$ cat config.mk
export PLATFORM = sky130hd
export DESIGN_NAME = mul_share_arbiter
export DESIGN_NICKNAME = d
export VERILOG_FILES = /design/src/rtl/mul_share_arbiter.sv
export SDC_FILE = /design/constraint.sdc
export NUM_CORES = 1
export LEC_CHECK = 0
export CAP_MARGIN = 20
export CORE_AREA = 3 3 302 304
export CTS_CLUSTER_DIAMETER = 80
export DETAILED_ROUTE_END_ITERATION = 8
export DIE_AREA = 0 0 305 307
export GPL_ROUTABILITY_DRIVEN = 0
export SYNTH_ARGS = -nofsm -noshare
export SYNTH_HDL_FRONTEND = slang
export SYNTH_SLANG_ARGS = --single-unit
export TNS_END_PERCENT = 30
$ cat constraint.sdc
create_clock -name CLK -period 3.7 [get_ports CLK]
set_clock_uncertainty 0.1 [all_clocks]
set_input_delay 0.74 -clock CLK [delete_from_list [all_inputs] [get_ports CLK]]
set_output_delay 0.74 -clock CLK [all_outputs]
set_load 0.02 [all_outputs]
$ cat src/rtl/mul_share_arbiter.sv
// Round-robin front end sharing one pipelined multiplier between two
// requesters; tags follow each operand pair so products return to their owner.
module mul_share_arbiter #(
  parameter int bw  = 64,
  parameter int LAT = 4
) (
  input  logic          CLK,
  input  logic          RESETn,
  input  logic          req0_valid,
  output logic          req0_ready,
  input  logic [bw-1:0] req0_a,
  input  logic [bw-1:0] req0_b,
  input  logic          req1_valid,
  output logic          req1_ready,
  input  logic [bw-1:0] req1_a,
  input  logic [bw-1:0] req1_b,
  output logic [bw-1:0] mul_A,
  output logic [bw-1:0] mul_B,
  input  logic [2*bw-1:0] mul_out,
  output logic          rsp0_valid,
  output logic [2*bw-1:0] rsp0_data,
  output logic          rsp1_valid,
  output logic [2*bw-1:0] rsp1_data
);

  logic ptr_q, ptr_d;
  logic gnt0, gnt1, xfer;

  logic [bw-1:0] a_q, a_d;
  logic [bw-1:0] b_q, b_d;

  logic iss_vld_q, iss_vld_d;
  logic iss_id_q, iss_id_d;

  logic [LAT-1:0] vld_q, vld_d;
  logic [LAT-1:0] id_q, id_d;

  logic hit0, hit1;

  logic r0_vld_q, r0_vld_d;
  logic r1_vld_q, r1_vld_d;
  logic [2*bw-1:0] r0_dat_q, r0_dat_d;
  logic [2*bw-1:0] r1_dat_q, r1_dat_d;

  // ptr_q=0 favours requester 0 when both are valid
  always_comb begin
    gnt0 = req0_valid & (~req1_valid | ~ptr_q);
    gnt1 = req1_valid & (~req0_valid | ptr_q);
    xfer = gnt0 | gnt1;
  end

  assign req0_ready = gnt0;
  assign req1_ready = gnt1;

  always_comb begin
    ptr_d = ptr_q;
    a_d   = a_q;
    b_d   = b_q;
    unique case (1'b1)
      gnt0: begin
        ptr_d = 1'b1;
        a_d   = req0_a;
        b_d   = req0_b;
      end
      gnt1: begin
        ptr_d = 1'b0;
        a_d   = req1_a;
        b_d   = req1_b;
      end
      default: ;
    endcase
  end

  // The issue tag rides with mul_A/mul_B; the LAT stages below then
  // line up with the multiplier so the last stage matches mul_out.
  always_comb begin
    iss_vld_d = xfer;
    iss_id_d  = gnt1;
    vld_d     = '0;
    id_d      = '0;
    vld_d[0]  = iss_vld_q;
    id_d[0]   = iss_id_q;
    for (int i = 1; i < LAT; i++) begin
      vld_d[i] = vld_q[i-1];
      id_d[i]  = id_q[i-1];
    end
  end

  always_comb begin
    hit0     = vld_q[LAT-1] & ~id_q[LAT-1];
    hit1     = vld_q[LAT-1] &  id_q[LAT-1];
    r0_vld_d = hit0;
    r1_vld_d = hit1;
    r0_dat_d = hit0 ? mul_out : r0_dat_q;
    r1_dat_d = hit1 ? mul_out : r1_dat_q;
  end

  always_ff @(posedge CLK or negedge RESETn) begin
    if (!RESETn) begin
      ptr_q     <= 1'b0;
      a_q       <= '0;
      b_q       <= '0;
      iss_vld_q <= 1'b0;
      iss_id_q  <= 1'b0;
      vld_q     <= '0;
      id_q      <= '0;
      r0_vld_q  <= 1'b0;
      r1_vld_q  <= 1'b0;
      r0_dat_q  <= '0;
      r1_dat_q  <= '0;
    end else begin
      ptr_q     <= ptr_d;
      a_q       <= a_d;
      b_q       <= b_d;
      iss_vld_q <= iss_vld_d;
      iss_id_q  <= iss_id_d;
      vld_q     <= vld_d;
      id_q      <= id_d;
      r0_vld_q  <= r0_vld_d;
      r1_vld_q  <= r1_vld_d;
      r0_dat_q  <= r0_dat_d;
      r1_dat_q  <= r1_dat_d;
    end
  end

  assign mul_A      = a_q;
  assign mul_B      = b_q;
  assign rsp0_valid = r0_vld_q;
  assign rsp0_data  = r0_dat_q;
  assign rsp1_valid = r1_vld_q;
  assign rsp1_data  = r1_dat_q;

endmodule

==> After elaboration in Yosys (flattened, before gate mapping) <==
Index checks and enable logic that the tools add are counted.
W data, S select, Z words.
{ "totals": {"register_bits": 397, "latch_bits": 0, "ram_bits": 0, "mem_bits_ro": 0, "input_bits": 388, "wordCells": 26, "memories": 0} }
{ "classes": {"addsub": 0, "mul": 0, "n_div": 0, "n_lt_le_gt_ge": 0, "n_eq_ne": 0, "n_shift": 0, "n_mux": 3, "n_bitwise": 11, "n_reduce_logical": 1} }
{ "op_table": {"columns": ["cell", "n"], "rows": [
  ["$pmux W64 S2", 2],
  ["$and A1 B1 Y1", 4],
  ["$not A1 Y1", 4],
  ["$or A1 B1 Y1", 3],
  ["$pmux W1 S2", 1],
  ["$reduce_bool A2 Y1", 1]
]} }

==> Depth between registers and ports, before layout <==
Gate-level depths: netlist of the first run.
{ "logic_depth": {"word_depth": 4, "depth_mapped": 6} }

==> Worst setup path before layout of the first run <==
OpenSTA, ideal clock, no wires.
{ "synth_path": {"kind": "input to output", "startpoint": "input port req1_valid", "endpoint": "output port req1_ready", "arrival_ns": 1.769, "slack_ns": 1.091, "stages": 4, "cell_sequence": "buf_4 > buf_4 > buf_4 > a21boi_0"} }
{ "synth_between": {"elab_chain_cells": 1} }
{ "synth_rtl": {"columns": ["item", "line_no", "source"], "rows": [
  ["start: declaration", "13", "input logic req1_valid,"],
  ["$and A1 B1 Y1", "48", "gnt1 = req1_valid & (~req0_valid | ptr_q);"],
  ["end: declaration", "14", "output logic req1_ready,"]
]} }
No other way between the ends.

==> Worst setup path after layout of the first run <==
{ "layout_path": {"startpoint": "register ptr_q", "endpoint": "output port req1_ready"} }
{ "layout_between": {"elab_chain_cells": 2} }
{ "layout_rtl": {"columns": ["item", "line_no", "source"], "rows": [
  ["start: declaration", "26", "logic ptr_q, ptr_d;"],
  ["start signal: assignment", "112", "ptr_q <= ptr_d;"],
  ["$or A1 B1 Y1", "48", null],
  ["$and A1 B1 Y1", "48", null]
]} }
No other way between the ends.

==> results of run 1 <==
-- cell usage in the layout, fill, tap and decap left out, types with 4 or more instances in the layout --
master           Yosys  routed
a31oi_1            128     128
and3_1             128     128
buf_12               0       6
buf_4                9      33
clkbuf_1            23      15
clkbuf_16            0      47
clkbuf_8             0      13
clkdlybuf4s50_1      0     772
clkinv_2             0       4
dfrtp_1            397     396
mux2_1              32      32
mux2_2             124     124
mux2_4             100     100
mux2i_1            128     128
o21ai_0             67      67
o21ai_1             61      61
-- metal layers --
metal / vias to the layer above / wire, um / global-route usage [%]
li1: 6256 / - / -
met1: 6916 / 26600 / 16.0
met2: 578 / 34100 / 24.8
met3: 83 / 5460 / 4.46
met4: 0 / 1440 / 3.17
met5: - / 0 / 0
-- final cells by class --
class	count	area (sq um)
fill	8821	60600
timing repair buffer	814	8140
multi-input combinational	775	6850
clock buffer	75	1410
clock inverter	9	143
tap	1165	1460
sequential	397	9940
inverter	2	7.51
antenna	2	5.00
-- registers in the layout (all words and copies together), names as in the netlist --
signal,count
rsp0_data,128
rsp1_data,128
ptr_q,1
mul_A,64
vld_q,4
iss_vld_q,1
iss_id_q,1
rsp1_valid,1
mul_B,64
rsp0_valid,1
id_q,4
-- where the power goes --
group	internal [W]	total [W]	switching [W]
combinational	0.00229	0.00440	0.00212
sequential	0.00503	0.00546	0.000429
clock	0.00281	0.00462	0.00181
total	0.0101	0.0145	0.00435
-- stage by stage --
step	utilization [%]	cells
CTS	31.6	3237
finish	31.6	3239
floorplan	-	1288
global placement	29.8	3153
global route	31.6	3237
detailed placement	29.8	3153
-- how the worst max path moves through the flow --
stage,from,to,slack (ns),cells past startpoint
after floorplan,req1_valid,req1_ready,1.09,4
after global placement,req0_valid,req0_ready,0.88,3
after detailed placement,req1_valid,mul_A[0],0.82,6
after CTS,ptr_q,req1_ready,0.64,3
after global routing,ptr_q,req1_ready,0.62,3
final,ptr_q,req1_ready,0.69,3
-- worst max-delay path: cells and delay by family (launching register included) --
family / cells / cell delay [ns]
buffers and inverters: 2 / 0.73
flip-flops: 1 / 0.63
AO/OA/AOI/OAI: 1 / 0.24
-- cells by family (layout without fill, tap and decap cells) --
logic type / Yosys count / after routing
compound gates: 258 / 258
buf+inv: 116 / 900
flops: 397 / 397
mux: 384 / 384
other cells: 0 / 2
simple gates: 133 / 133
==> metrics, run 1 <==
starting density of the core 19.9%; Synth Area in XOR/XNOR 0%; Max Freq 332 MHz; hold_buf cts 0; Iter 0 DRT Violations 775; Top Ports 776; Routed wire per std cell 20.9 um; Slew Limit Fails 0; R2R depth 5; R2R Setup Slk 1.06 ns; Worst Path Required 2.86 ns; final routed DRC violation total 0; adder-cell share of the synthesized area 0%; Final HPWL DP 51300 um; prevailing post-synth register cell dfrtp_1; Synth top area share 56.5%; layout cells sized above 1 16.4%; clk_lat worst skew 0.56 ns; FF+latch count, synth 397; RR Endpoint mul_A[0]; Mapped Area 17600 sq um; Final Hold Violating Endpoints 0; # rows 109; Post-DP Area 26400 sq um; largest family of logic cells by synthesized area multiplexers; vias in the first global route 15000; Pwr Total 0.0145 W; dpl ws 0.820 ns; power density over the cells 518 nW/um^2; area share of and/or/nand/nor cells after synthesis 4.73%; Ys Warns 0; Post-synth EDFFs 0; routed vias 13800; main area contributors after synthesis dfrtp_1 (56%), mux2_4 (8.5%), mux2_2 (7.9%); antenna violations before repair 12; fin crit period 3.01 ns; ys async rst share 100%; WL final 67600 um; worst-margin pin slew 1.39 ns; grt ovf 0; CP arrival 2.17 ns; Tcrit/Tclk final 81.4%; post-CTS setup repair buffer count 0; Gate Count Post-Synth 1288; Die ar. 93600 sq um; global-route wire length before repair 99700 um; design area 27900 sq um; CP Capture Type output pin; library cells used by synthesis 24; Core Region 88500 sq um; largest net degree at the start of global routing 192; area grow syn2layout 58.8%; CP Class flop to output pin; Setup violations, final 0; Compound-Gate Fraction of Synth Area 8.28%; Yosys top cell by area dfrtp_1; CP max stage delay 0.67 ns; Min Hold Slack 0.172 ns; leakage power 12.0 nW; die width 305 um; cts bufs inserted 46; syn_nets 1676; H-Tree Depth 2; post-synthesis mux area share 25.8%; Nets 2424; Setup WS post-layout 0.687 ns; worst path cell trace inv_1, a21boi_0, clkdlybuf4s50_1; maxcap violations 0; gr usage total 13.8%; CP Launch Type flop; Critical-path top delay cell clkdlybuf4s50_1; post-synthesis sequential area ratio 56.5%; die extent in y 307 um; peak supply drop 0.264 mV; CTS sink cnt 397; r2r startpoint ptr_q; Clock Tree Buf Depth 3; status finished, final reports clean; Hold Path Class primary input to asynchronous set/reset pin; PostCTS Resize Cnt 0; I/O Buffers 775; post-route ant nets 0; setup_tns 0 ns; root buffer cell clkbuf_16; Commonest cells post-synth dfrtp_1 (397), a31oi_1 (128), and3_1 (128), mux2i_1 (128), mux2_2 (124); crit path max fanout 33; vias per std cell 4.27; syn_area_per_cell 13.7 sq um; CTS tree yes; RSZ-0062 raised after global routing no; most common cell in the netlist dfrtp_1; Slew Limit Headroom 7.02%; TritonRoute pass-1 iters 7; Clk pin slew, worst setup/hold paths 0.06 ns
Power figures use the tool's default switching activity.
==> run 2: changes to the inputs <==
==> constraint.sdc (replaced) <==
create_clock -name CLK -period 3.1 [get_ports CLK]
set_clock_uncertainty 0.1 [all_clocks]
set_input_delay 0.62 -clock CLK [delete_from_list [all_inputs] [get_ports CLK]]
set_output_delay 0.62 -clock CLK [all_outputs]
set_load 0.02 [all_outputs]
==> metrics, run 2 (synthesis gave the netlist of run 1 again) <==
Setup violations, final 0 (unchanged); Final Hold Violating Endpoints 0 (unchanged); TritonRoute pass-1 iters 4 (-3); H-Tree Depth 2 (unchanged); post-route ant nets 0 (unchanged); Min Hold Slack 0.199 ns (+0.0273 ns); storage element area 9940 sq um (unchanged); most frequent cells in the layout clkdlybuf4s50_1 (772), dfrtp_1 (396), mux2i_1 (128), and3_1 (128), a31oi_1 (128); Max Freq 348 MHz; maxcap violations 0 (unchanged); grt peak-use layer met2; status finished, final reports clean; cts bufs inserted 46 (unchanged); largest net degree at the start of global routing 259 (+35%); Critical-path top delay cell clkdlybuf4s50_1; Nets 2424 (unchanged); antenna violations before repair 12 (unchanged); crit path max fanout 22 (-33%); Final HPWL DP 51600 um (+0.50%); power density over the cells 611 nW/um^2 (+18%); leakage power 11.9 nW (-0.27%); Iter 0 DRT Violations 639 (-18%); grt ovf 0 (unchanged); Tcrit/Tclk final 92.7%; Hold Crit Start req0_valid; fin crit period 2.87 ns; CP arrival 2.15 ns (-0.02 ns); routed vias 14000 (+0.93%); gr usage total 14.0% (+0.16 points); PostCTS Resize Cnt 0 (unchanged); met1 Use GR 16.4% (+0.40 points); Fillers 8786 (-0.40%); Hold Path Class primary input to flop; clk_lat worst skew 0.57 ns (about the same); CTS tree yes; CP Launch Type flop; Clk pin slew, worst setup/hold paths 0.06 ns (about the same); root buffer cell clkbuf_16; r2r startpoint ptr_q; Slew Limit Headroom 14.1% (+7.1 points); met2 Use GR 25.1% (+0.29 points); peak supply drop 0.348 mV (+32%); starting density of the core 19.9% (unchanged); worst-margin pin slew 1.29 ns (-0.107 ns); die width 305 um (unchanged); vias per std cell 4.31 (+0.99%); global-route wire length before repair 101000 um (+0.97%); Core Region 88500 sq um (unchanged); Clock Tree Buf Depth 3 (unchanged); Worst Path Required 2.38 ns (-0.48 ns); CP Capture Type output pin; I/O Buffers 775 (unchanged); RSZ-0062 raised after global routing no; WL final 68200 um (+0.95%); Top Ports 776 (unchanged); # rows 109 (unchanged); CP Class flop to output pin; Slew Limit Fails 0 (unchanged); final routed DRC violation total 0 (unchanged); setup_tns 0 ns (unchanged); worst path cell trace inv_1, a21boi_0, clkdlybuf4s50_1; CTS sink cnt 397 (unchanged); Die ar. 93600 sq um (unchanged); vias in the first global route 15000 (+0.47%); Routed wire per std cell 21.1 um (+1.0%); area grow syn2layout 58.4%; Multi-input gate area 6850 sq um (unchanged); die extent in y 307 um (unchanged); commonest non-fill, non-tap cell in the layout clkdlybuf4s50_1; launch point of the worst path ptr_q; routing usage on met3 4.20% (-0.26 points); CP max stage delay 0.66 ns (about the same); layout cells sized above 1 16.4% (about the same)
-- run 2: changes by cell type in the layout (fill, tap and decap cells not counted), sizes merged --
| cell | before | now |
|---|---|---|
| buf | 42 | 41 |
| bufinv | 3 | 0 |
| clkbuf | 75 | 69 |
| clkinv | 6 | 10 |
| clkinvlp | 0 | 1 |
| dlygate4sd3 | 0 | 1 |
| inv | 2 | 4 |
-- run 2: path summary, 6_finish.rpt --
path	end	slack, ns	depth (start not counted)
setup reg to reg	mul_A[14]	0.50	5
hold / removal	iss_id_q	0.20	2
max in group asynchronous	rsp0_data[71]	1.41	4
setup / recovery	req1_ready	0.23	3
min in group asynchronous	rsp0_data[111]	0.56	2
hold reg to reg	vld_q[2]	0.25	0
-- run 2: layout make-up --
| cell class | instances | area share, % |
|---|---|---|
| Multi-Input combinational cell | 775 | 24.6 |
| Sequential cell | 397 | 35.7 |
| Inverter | 2 | 0.0269 |
| Timing Repair Buffer | 814 | 29.3 |
| Clock buffer | 69 | 4.88 |
| Clock inverter | 13 | 0.310 |
| Tap cell | 1165 | 5.23 |
| Antenna cell | 2 | 0.0180 |
-- run 2: critical path, delay by kind of cell (launching register included) --
family / cells / cell delay [ns]
buf+inv: 2 / 0.72
flops: 1 / 0.59
compound gates: 1 / 0.26
-- run 2: repair_timing --
item,in CTS,in global routing
setup buffers,0,1
hold buffers,1,0
setup endpoints to repair,0,1
endpoints found under the hold margin,54,0
-- run 2: routing by layer --
metal,vias to the layer above,routed length (um)
met2,600,34700
met3,84,5270
met5,-,9
li1,6254,-
met1,7021,27000
met4,2,1360
-- run 2: metrics by stage --
step	utilization, %	power (W)	setup WS (ns)	cell area [sq um]	std cells
4_1_cts	31.5	0.0173	0.0654	27900	3234
3_3_place_gp	29.8	0.0118	0.501	26400	3151
2_1_floorplan	-	0.00899	0.731	17600	1288
5_1_grt	31.5	0.0178	0.103	27900	3235
3_5_place_dp	29.8	0.0119	0.423	26400	3151
6_report	31.5	0.0170	0.227	27900	3237
-- run 2: where the power goes --
| group | switching (W) | total [W] | internal, W |
|---|---|---|---|
| sequential | 0.000499 | 0.00650 | 0.00600 |
| clock | 0.00221 | 0.00524 | 0.00303 |
| combinational | 0.00256 | 0.00529 | 0.00273 |
==> run 3: changes to the inputs <==
--- a/config.mk
+++ b/config.mk
@@ -7,7 +7,7 @@
 export LEC_CHECK = 0
 export CAP_MARGIN = 20
 export CORE_AREA = 3 3 302 304
-export CTS_CLUSTER_DIAMETER = 80
+export CTS_CLUSTER_DIAMETER = 150
 export DETAILED_ROUTE_END_ITERATION = 8
 export DIE_AREA = 0 0 305 307
 export GPL_ROUTABILITY_DRIVEN = 0
==> metrics, run 3 (synthesis gave the netlist of run 1 again) <==
status finished, final reports clean; Clock Tree Buf Depth 3 (unchanged); Tcrit/Tclk final 92.3% (-0.42 points); Max Freq 350 MHz (+0.45%); # rows 109 (unchanged); layout cells sized above 1 16.6% (+0.13 points); CP Capture Type output pin; Setup violations, final 0 (unchanged); R2R Setup Slk 0.49 ns (about the same); gr usage total 14.0% (+0.023 points); worst-margin pin slew 1.24 ns (-0.0502 ns); routed vias 14000 (-0.072%); design area 27900 sq um (+0.26%); area grow syn2layout 58.8%; Die ar. 93600 sq um (unchanged); Final HPWL DP 51600 um (unchanged); starting density of the core 19.9% (unchanged); CP Class flop to output pin; vias per std cell 4.31 (-0.13%); Hold Path Class primary input to flop; die extent in y 307 um (unchanged); Core Region 88500 sq um (unchanged); Worst Path Required 2.38 ns (about the same); R2R depth 5 (unchanged); Slew Limit Headroom 17.5% (+3.3 points); H-Tree Depth 2 (unchanged); vias in the first global route 15100 (+0.093%); largest net degree at the start of global routing 259 (unchanged); commonest non-fill, non-tap cell in the layout clkdlybuf4s50_1; Fillers 8775 (-0.13%); post-route ant nets 0 (unchanged); CP arrival 2.14 ns (about the same); cts bufs inserted 46 (unchanged); antenna violations before repair 12 (unchanged); WL final 68200 um (about the same); final routed DRC violation total 0 (unchanged); CTS tree yes; die width 305 um (unchanged); clk_lat worst skew 0.57 ns (about the same); Slew Limit Fails 0 (unchanged); Routed wire per std cell 21.1 um (about the same); power density over the cells 618 nW/um^2 (+1.1%); WHS Path Cells 2 (unchanged); CP Launch Type flop; most frequent cells in the layout clkdlybuf4s50_1 (772), dfrtp_1 (396), mux2i_1 (128), and3_1 (128), a31oi_1 (128); Nets 2424 (unchanged); RSZ-0062 raised after global routing no; dpl cells 3151 (unchanged); root buffer cell clkbuf_16; grt ovf 0 (unchanged); setup_tns 0 ns (unchanged); TritonRoute pass-1 iters 4 (unchanged); Finished Layout Cells 3239 (+0.062%); Iter 0 DRT Violations 691 (+8.1%); Min Hold Slack 0.196 ns (-0.00352 ns); Final Hold Violating Endpoints 0 (unchanged); maxcap violations 0 (unchanged); peak supply drop 0.348 mV (-0.12%); global-route wire length before repair 101000 um (+0.14%); Post-DP Area 26400 sq um (unchanged); Clk pin slew, worst setup/hold paths 0.06 ns (about the same); leakage power 12.0 nW (+0.32%); CTS sink cnt 397 (unchanged); I/O Buffers 775 (unchanged); crit path max fanout 22 (unchanged); fin crit period 2.86 ns (-0.0129 ns); Top Ports 776 (unchanged)
[run 3: cell types whose count changed in the layout (fill, tap and decap cells not counted), sizes merged]
| cell | change |
|---|---|
| bufinv | +2 |
| clkinv | +1 |
| clkinvlp | -1 |
[run 3: layer usage]
layer	vias to the layer above	wire length, um	part of all wire (%)	track usage [%]
li1	6252	-	-	-
met3	86	5170	7.6	4.13
met5	-	9	0.013	0
met1	6999	27100	40	16.5
met4	2	1380	2.0	3.12
met2	612	34600	51	25.1
[run 3: final cells by class]
class                   count  area [sq um]  share of cell area (%)
flip-flops and latches    397          9940                    35.6
repair buffers            814          8170                    29.2
multi-input cells         775          6850                    24.5
well taps                1165          1460                    5.22
clock buffers              69          1370                    4.90
clock inverters            15           148                   0.528
inverters                   2          7.51                  0.0269
diodes                      2          5.00                  0.0179
[run 3: timing repair]
item,CTS,global route
setup endpoints to repair,0,1
hold endpoints to repair,54,0
resized for setup,0,0
hold buffers,1,0
buffers inserted,0,1
[run 3: metrics by stage]
step	setup WS [ns]	power [W]	utilization [%]
6_report	0.239	0.0173	31.6
5_1_grt	0.0954	0.0181	31.6
4_1_cts	0.0610	0.0175	31.5
3_5_place_dp	0.423	0.0119	29.8
3_3_place_gp	0.501	0.0118	29.8
2_1_floorplan	0.731	0.00899	-
[run 3: power by group]
part | total [W] | internal, W | switching (W)
logic | 0.00529 | 0.00274 | 0.00256
clock network | 0.00546 | 0.00322 | 0.00224
registers | 0.00650 | 0.00600 | 0.000499
[run 3: critical path: stages, from the launching register on]
cell and delay, ns:
dfrtp_4 0.59, inv_1 0.06, a21boi_0 0.25, clkdlybuf4s50_1 0.66
[run 3: worst paths after layout]
path | start | to
max | ptr_q | req1_ready
min | req0_valid | iss_id_q
max reg2reg | ptr_q | mul_A[23]
min reg2reg | vld_q[0] | vld_q[1]
max in group asynchronous | RESETn | rsp0_data[71]
min in group asynchronous | RESETn | rsp0_data[111]
